File: src/rtl/ins_pkg.sv
// rtl/ins_pkg.sv - opcode constants, sequencer states and helpers shared by sequencer and decoder
package ins_pkg;

    localparam logic [3:0] OP_AND  = 4'd0;
    localparam logic [3:0] OP_OR   = 4'd1;
    localparam logic [3:0] OP_XOR  = 4'd2;
    localparam logic [3:0] OP_SUMA = 4'd3;
    localparam logic [3:0] OP_INV  = 4'd4;
    localparam logic [3:0] OP_HOLD = 4'd5;
    localparam logic [3:0] OP_LOAD = 4'd6;
    localparam logic [3:0] OP_RST  = 4'd7;
    localparam logic [3:0] OP_UNAB = 4'd8;

    typedef enum logic [2:0] {
        IDLE  = 3'd0,
        FETCH = 3'd1,
        ISSUE = 3'd2,
        WAIT  = 3'd3,
        HALT  = 3'd4
    } seq_state_t;

    // UNAB shares the >= 8 range with the illegal codes: both halt the sequencer
    function automatic logic is_illegal(input logic [3:0] op);
        return op[3];
    endfunction

endpackage

File: src/rtl/ins_mem.sv
// rtl/ins_mem.sv - DEPTH x 4 program store, synchronous write, asynchronous read
module ins_mem #(
    parameter int DEPTH = 16
) (
    input  logic                     clk_i,
    input  logic                     we,
    input  logic [$clog2(DEPTH)-1:0] waddr,
    input  logic [3:0]               wdat,
    input  logic [$clog2(DEPTH)-1:0] raddr,
    output logic [3:0]               rdat
);

    logic [3:0] mem [DEPTH];

    always_ff @(posedge clk_i) begin
        if (we) begin
            mem[waddr] <= wdat;
        end
    end

    assign rdat = mem[raddr];

endmodule

File: src/rtl/ins_seq.sv
// rtl/ins_seq.sv - instruction sequencer with program store; ISEQ_RETCNT_EN adds ret_cnt_o
module ins_seq
    import ins_pkg::*;
#(
    parameter int DEPTH    = 16,
    parameter int HOLD_CYC = 4
) (
    input  logic                     clk_i,
    input  logic                     rst_n_i,
    input  logic                     start_i,
    input  logic                     stop_i,
    input  logic                     prog_we_i,
    input  logic [$clog2(DEPTH)-1:0] prog_addr_i,
    input  logic [3:0]               prog_dat_i,
    input  logic                     ack_i,
    output logic [3:0]               RI_o,
    output logic                     valid_o,
    output logic [$clog2(DEPTH)-1:0] pc_o,
`ifdef ISEQ_RETCNT_EN
    output logic [15:0]              ret_cnt_o,
`endif
    output logic                     halted_o
);

    localparam int AW = $clog2(DEPTH);

    seq_state_t    state, state_n;
    logic [AW-1:0] pc, pc_n;
    logic [3:0]    ir, ir_n;
    logic [7:0]    hold_cnt, hold_n;
    logic [3:0]    mem_rdat;
    logic          issuing;
    logic          acked;

    ins_mem #(.DEPTH(DEPTH)) u_mem (
        .clk_i (clk_i),
        .we    (prog_we_i && (state == IDLE)),
        .waddr (prog_addr_i),
        .wdat  (prog_dat_i),
        .raddr (pc),
        .rdat  (mem_rdat)
    );

    // a halting code sitting in IR is never presented to the decoder
    assign issuing = (state == ISSUE) && !is_illegal(ir);
    assign acked   = issuing && ack_i && !stop_i;

    always_ff @(posedge clk_i or negedge rst_n_i) begin
        if (!rst_n_i) begin
            state    <= IDLE;
            pc       <= '0;
            ir       <= OP_UNAB;
            hold_cnt <= '0;
        end else begin
            state    <= state_n;
            pc       <= pc_n;
            ir       <= ir_n;
            hold_cnt <= hold_n;
        end
    end

    always_comb begin
        state_n = state;
        pc_n    = pc;
        ir_n    = ir;
        hold_n  = hold_cnt;
        if (stop_i) begin
            state_n = IDLE;
        end else begin
            case (state)
                IDLE: begin
                    if (start_i) begin
                        pc_n    = '0;
                        state_n = FETCH;
                    end
                end
                FETCH: begin
                    ir_n    = mem_rdat;
                    state_n = ISSUE;
                end
                ISSUE: begin
                    if (is_illegal(ir)) begin
                        state_n = HALT;
                    end else if (ack_i) begin
                        if (ir == OP_RST) begin
                            pc_n    = '0;
                            state_n = FETCH;
                        end else if (ir == OP_HOLD) begin
                            pc_n    = pc + AW'(1);
                            hold_n  = 8'(HOLD_CYC);
                            state_n = WAIT;
                        end else begin
                            pc_n    = pc + AW'(1);
                            state_n = FETCH;
                        end
                    end
                end
                WAIT: begin
                    if (hold_cnt <= 8'd1) begin
                        hold_n  = '0;
                        state_n = FETCH;
                    end else begin
                        hold_n = hold_cnt - 8'd1;
                    end
                end
                HALT:    state_n = HALT;
                default: state_n = IDLE;
            endcase
        end
    end

    assign RI_o     = issuing ? ir : OP_UNAB;
    assign valid_o  = issuing;
    assign pc_o     = pc;
    assign halted_o = (state == HALT);

`ifdef ISEQ_RETCNT_EN
    logic [15:0] ret_cnt;

    always_ff @(posedge clk_i or negedge rst_n_i) begin
        if (!rst_n_i) begin
            ret_cnt <= '0;
        end else if ((state == IDLE) && start_i && !stop_i) begin
            ret_cnt <= '0;
        end else if (acked && (ret_cnt != 16'hFFFF)) begin
            ret_cnt <= ret_cnt + 16'd1;
        end
    end

    assign ret_cnt_o = ret_cnt;
`endif

endmodule

File: config.mk
export PLATFORM = sky130hd
export DESIGN_NAME = ins_seq
export DESIGN_NICKNAME = d
export VERILOG_FILES = /design/src/rtl/ins_pkg.sv /design/src/rtl/ins_mem.sv /design/src/rtl/ins_seq.sv
export SDC_FILE = /design/constraint.sdc
export NUM_CORES = 1
export LEC_CHECK = 0
export ABC_CLOCK_PERIOD_IN_PS = 3020
export CAP_MARGIN = 0
export CORE_ASPECT_RATIO = 1.75
export CORE_MARGIN = 1.5
export CORE_UTILIZATION = 50
export DETAILED_ROUTE_END_ITERATION = 16
export PLACE_DENSITY_LB_ADDON = 0.25
export SYNTH_ARGS = -nofsm -noshare
export SYNTH_HDL_FRONTEND = slang
export SYNTH_SLANG_ARGS = --single-unit
export TNS_END_PERCENT = 20
File: constraint.sdc
create_clock -name clk_i -period 3.02 [get_ports clk_i]
set_input_delay 0.604 -clock clk_i [delete_from_list [all_inputs] [get_ports clk_i]]
set_output_delay 0.604 -clock clk_i [all_outputs]
set_load 0.005 [all_outputs]
==> flow_metrics.tcl, run 1 <==
set metrics [dict create \
    worstHoldStart "ir[0]" \
    yosysSeqAreaShare_pct 64.6 \
    synthTopCellsByCount "64 x edfxtp_1, 31 x nor2_1, 18 x dfrtp_1" \
    wl_per_cell_um 19.7 \
    p_comb_share_pct 11.5 \
    cts_max_level 3 \
    die_area_um2 7970 \
    syn_nets 278 \
    period_needed_ps 2810 \
    p_sw_uw 637 \
    viasPerCell 5.85 \
    crit_fanout 9 \
    p_sw_share_pct 22.4 \
    drive_gt1_share_pct 15.9 \
    cts_buffers 9 \
    crit_required_ps 2420 \
    drc 0 \
    p_total_uw 2840 \
    r2r_start "state[0]" \
    finalWirelength_um 7530 \
    synth_top_area_share_pct 51.8 \
    core_um2 7180 \
    max_freq_mhz 356 \
    syn-mean-instance-area_um2 14.2 \
    drt_first_iter_violations 106 \
    async_flop_share_pct 22.9 \
    arrival_ps 2210 \
    end_kind "primary output" \
    syn_inst 261 \
    grt_overflow 0 \
    power.density_nw_per_um2 653 \
    max-slew-margin-rel_pct 40.9 \
    track_usage_pct 21.2 \
    startpoint "state[2]" \
    grt_pass1_wl_um 11700 \
    hp-class "reg -> reg" \
    layout_worst_path_cycle_share_pct 93.1 \
    grt_max_degree 23 \
    fin_setup_tns_ps 0 \
    status "finished, final reports clean" \
    worstSetupStartpointType "register" \
    clk_pin_slew_ps 60 \
    drtPass1Iterations 4 \
    die_w_um 68.1 \
    p_seq_share_pct 48.2 \
    holdBufCountCts 0 \
    io_buffer_count 23 \
    slowest_delay_ps 580 \
    post_cts_buffers 0 \
    place_congestion 0.784 \
    post_cts_resized 0 \
    crit_path_top_delay_cell "or3b_2" \
    die_y_um 117 \
    cts.sinks 83 \
    finClkSkew_ps 4.79 \
    synth.area.top_cells "edfxtp_1 52%, dfrtp_1 12%, mux4_2 7.3%" \
    ant_nets 0 \
    ir_drop_mv 0.383 \
    ys_types 56 \
    worstSetupPathType "reg -> out" \
    synth-seq-cells 83 \
    clk_path_buf_depth 2 \
    worst_hold_slack_ps 533 \
    synth_area_leader_cell "edfxtp_1" \
    setup_viol 0 \
    root_buffer "clkbuf_16" \
    cp_cell_sequence "or3b_2 > nor2_1 > and2_1 > clkdlybuf4s50_1" \
    insertion_delay_ps 330 \
    grt_pass1_vias 2287 \
    dp_hpwl_um 5360 \
    syn-cell-area_um2 3710 \
    row_count 41 \
    finalMaxSlewViolations 0 \
    initial_core_util_pct 51.7 \
    vias 2236 \
    rsz0062_at_grt "no" \
    placedCellCount 366 \
    grt_antenna_before_repair 0 \
    drv_cap 0 \
    yosysMostFrequentCell "edfxtp_1" \
    layout.cells.non_filler 382 \
    clockPowerShare_pct 40.2 \
    cts_tree "yes" \
    nets 308 \
    yosysWarnings 0 \
    hold_violations 0 \
    worst_pin_slew_ps 884 \
    p_leak_uw 0.00147 \
    p_int_uw 2210 \
    synth_ff_type "edfxtp_1" \
    ios 24 \
    synth_edf_count 64 \
    area_growth_pct 17.4 \
    diodes 0 \
]
flip-flops by register name, indices dropped and copies added (netlist names):
register,count
pc_o,4
state,3
ir,4
u_mem.mem,64
hold_cnt,8
power groups by stage:
| stage | logic [µW] | clock network, µW | registers, µW |
|---|---|---|---|
| finish | 328 | 1140 | 1370 |
| global route | 365 | 1210 | 1390 |
| CTS | 334 | 1160 | 1370 |
| detailed placement | 331 | 0 | 1390 |
| global placement | 326 | 0 | 1390 |
| floorplan | 234 | 0 | 1360 |
worst max-delay path: cells and delay by family (launching register included):
kind          cells  cell delay (ps)
simple gates      3              930
flops             1              460
buf+inv           1              490
cells in the final DEF, fill, tap and decap left out, types with 7 or more instances in the layout:
master / instances
nor3_1: 8
clkdlybuf4s50_1: 23
dfrtp_1: 18
o21ai_0: 11
mux4_2: 12
nand3_1: 7
clkbuf_16: 9
inv_1: 7
edfxtp_1: 64
nor2_1: 31
nand2_1: 11
mux2i_1: 10
cells by family after synthesis:
kind of cell	Yosys count	synth area share, %
AOI/OAI and AO/OA	41	7.89
adders and majority gates	3	1.01
buffers and inverters	17	2.12
and+or+nand+nor	92	13.5
muxes	25	10.9
DFF	83	64.6
worst paths after layout:
check                             endpoint  cells past startpoint  slack (ps)
setup / recovery                   RI_o[1]                      4         210
hold / removal                       ir[0]                      2         530
setup reg to reg           u_mem.mem[3][2]                      5         760
hold reg to reg                      ir[0]                      2         530
max in group asynchronous         state[2]                      1        1700
min in group asynchronous      hold_cnt[5]                      1         780
per-layer routing:
metal | GRT usage (%) | wire length (µm)
met2 | 38.6 | 4290
met1 | 23.1 | 2810
met3 | 3.73 | 226
met5 | 0 | 0
met4 | 9.60 | 205
metrics by stage:
| stage | setup WS [ps] | area (µm²) | utilization, % |
|---|---|---|---|
| 2_1_floorplan | 860 | 3710 | - |
| 3_3_place_gp | 312 | 4040 | 56.3 |
| 3_5_place_dp | 230 | 4040 | 56.3 |
| 4_1_cts | 180 | 4360 | 60.7 |
| 5_1_grt | 86.1 | 4360 | 60.7 |
| 6_report | 208 | 4360 | 60.7 |
final cells by class:
| cell class | instances | area (µm²) |
|---|---|---|
| Multi-Input combinational cell | 161 | 1230 |
| Tap cell | 86 | 108 |
| Clock buffer | 14 | 254 |
| Fill cell | 590 | 2830 |
| Sequential cell | 83 | 2400 |
| Inverter | 7 | 26.3 |
| Clock inverter | 2 | 60.1 |
| Timing Repair Buffer | 29 | 275 |
(Power assumes the default switching activity.)
==> run 2: changes to the inputs <==
--- a/config.mk
+++ b/config.mk
@@ -10,6 +10,7 @@
 export CORE_ASPECT_RATIO = 1.75
 export CORE_MARGIN = 1.5
 export CORE_UTILIZATION = 50
+export CTS_CLUSTER_SIZE = 25
 export DETAILED_ROUTE_END_ITERATION = 16
 export PLACE_DENSITY_LB_ADDON = 0.25
 export SYNTH_ARGS = -nofsm -noshare
==> results of run 2 <==
No change in the layout: final DEF, timing and power equal those of run 1.
==> run 3: changes to the inputs <==
--- a/config.mk
+++ b/config.mk
@@ -5,7 +5,6 @@
 export SDC_FILE = /design/constraint.sdc
 export NUM_CORES = 1
 export LEC_CHECK = 0
-export ABC_CLOCK_PERIOD_IN_PS = 3020
 export CAP_MARGIN = 0
 export CORE_ASPECT_RATIO = 1.75
 export CORE_MARGIN = 1.5
==> results of run 3 <==
No change in the layout: final DEF, timing and power equal those of run 1.
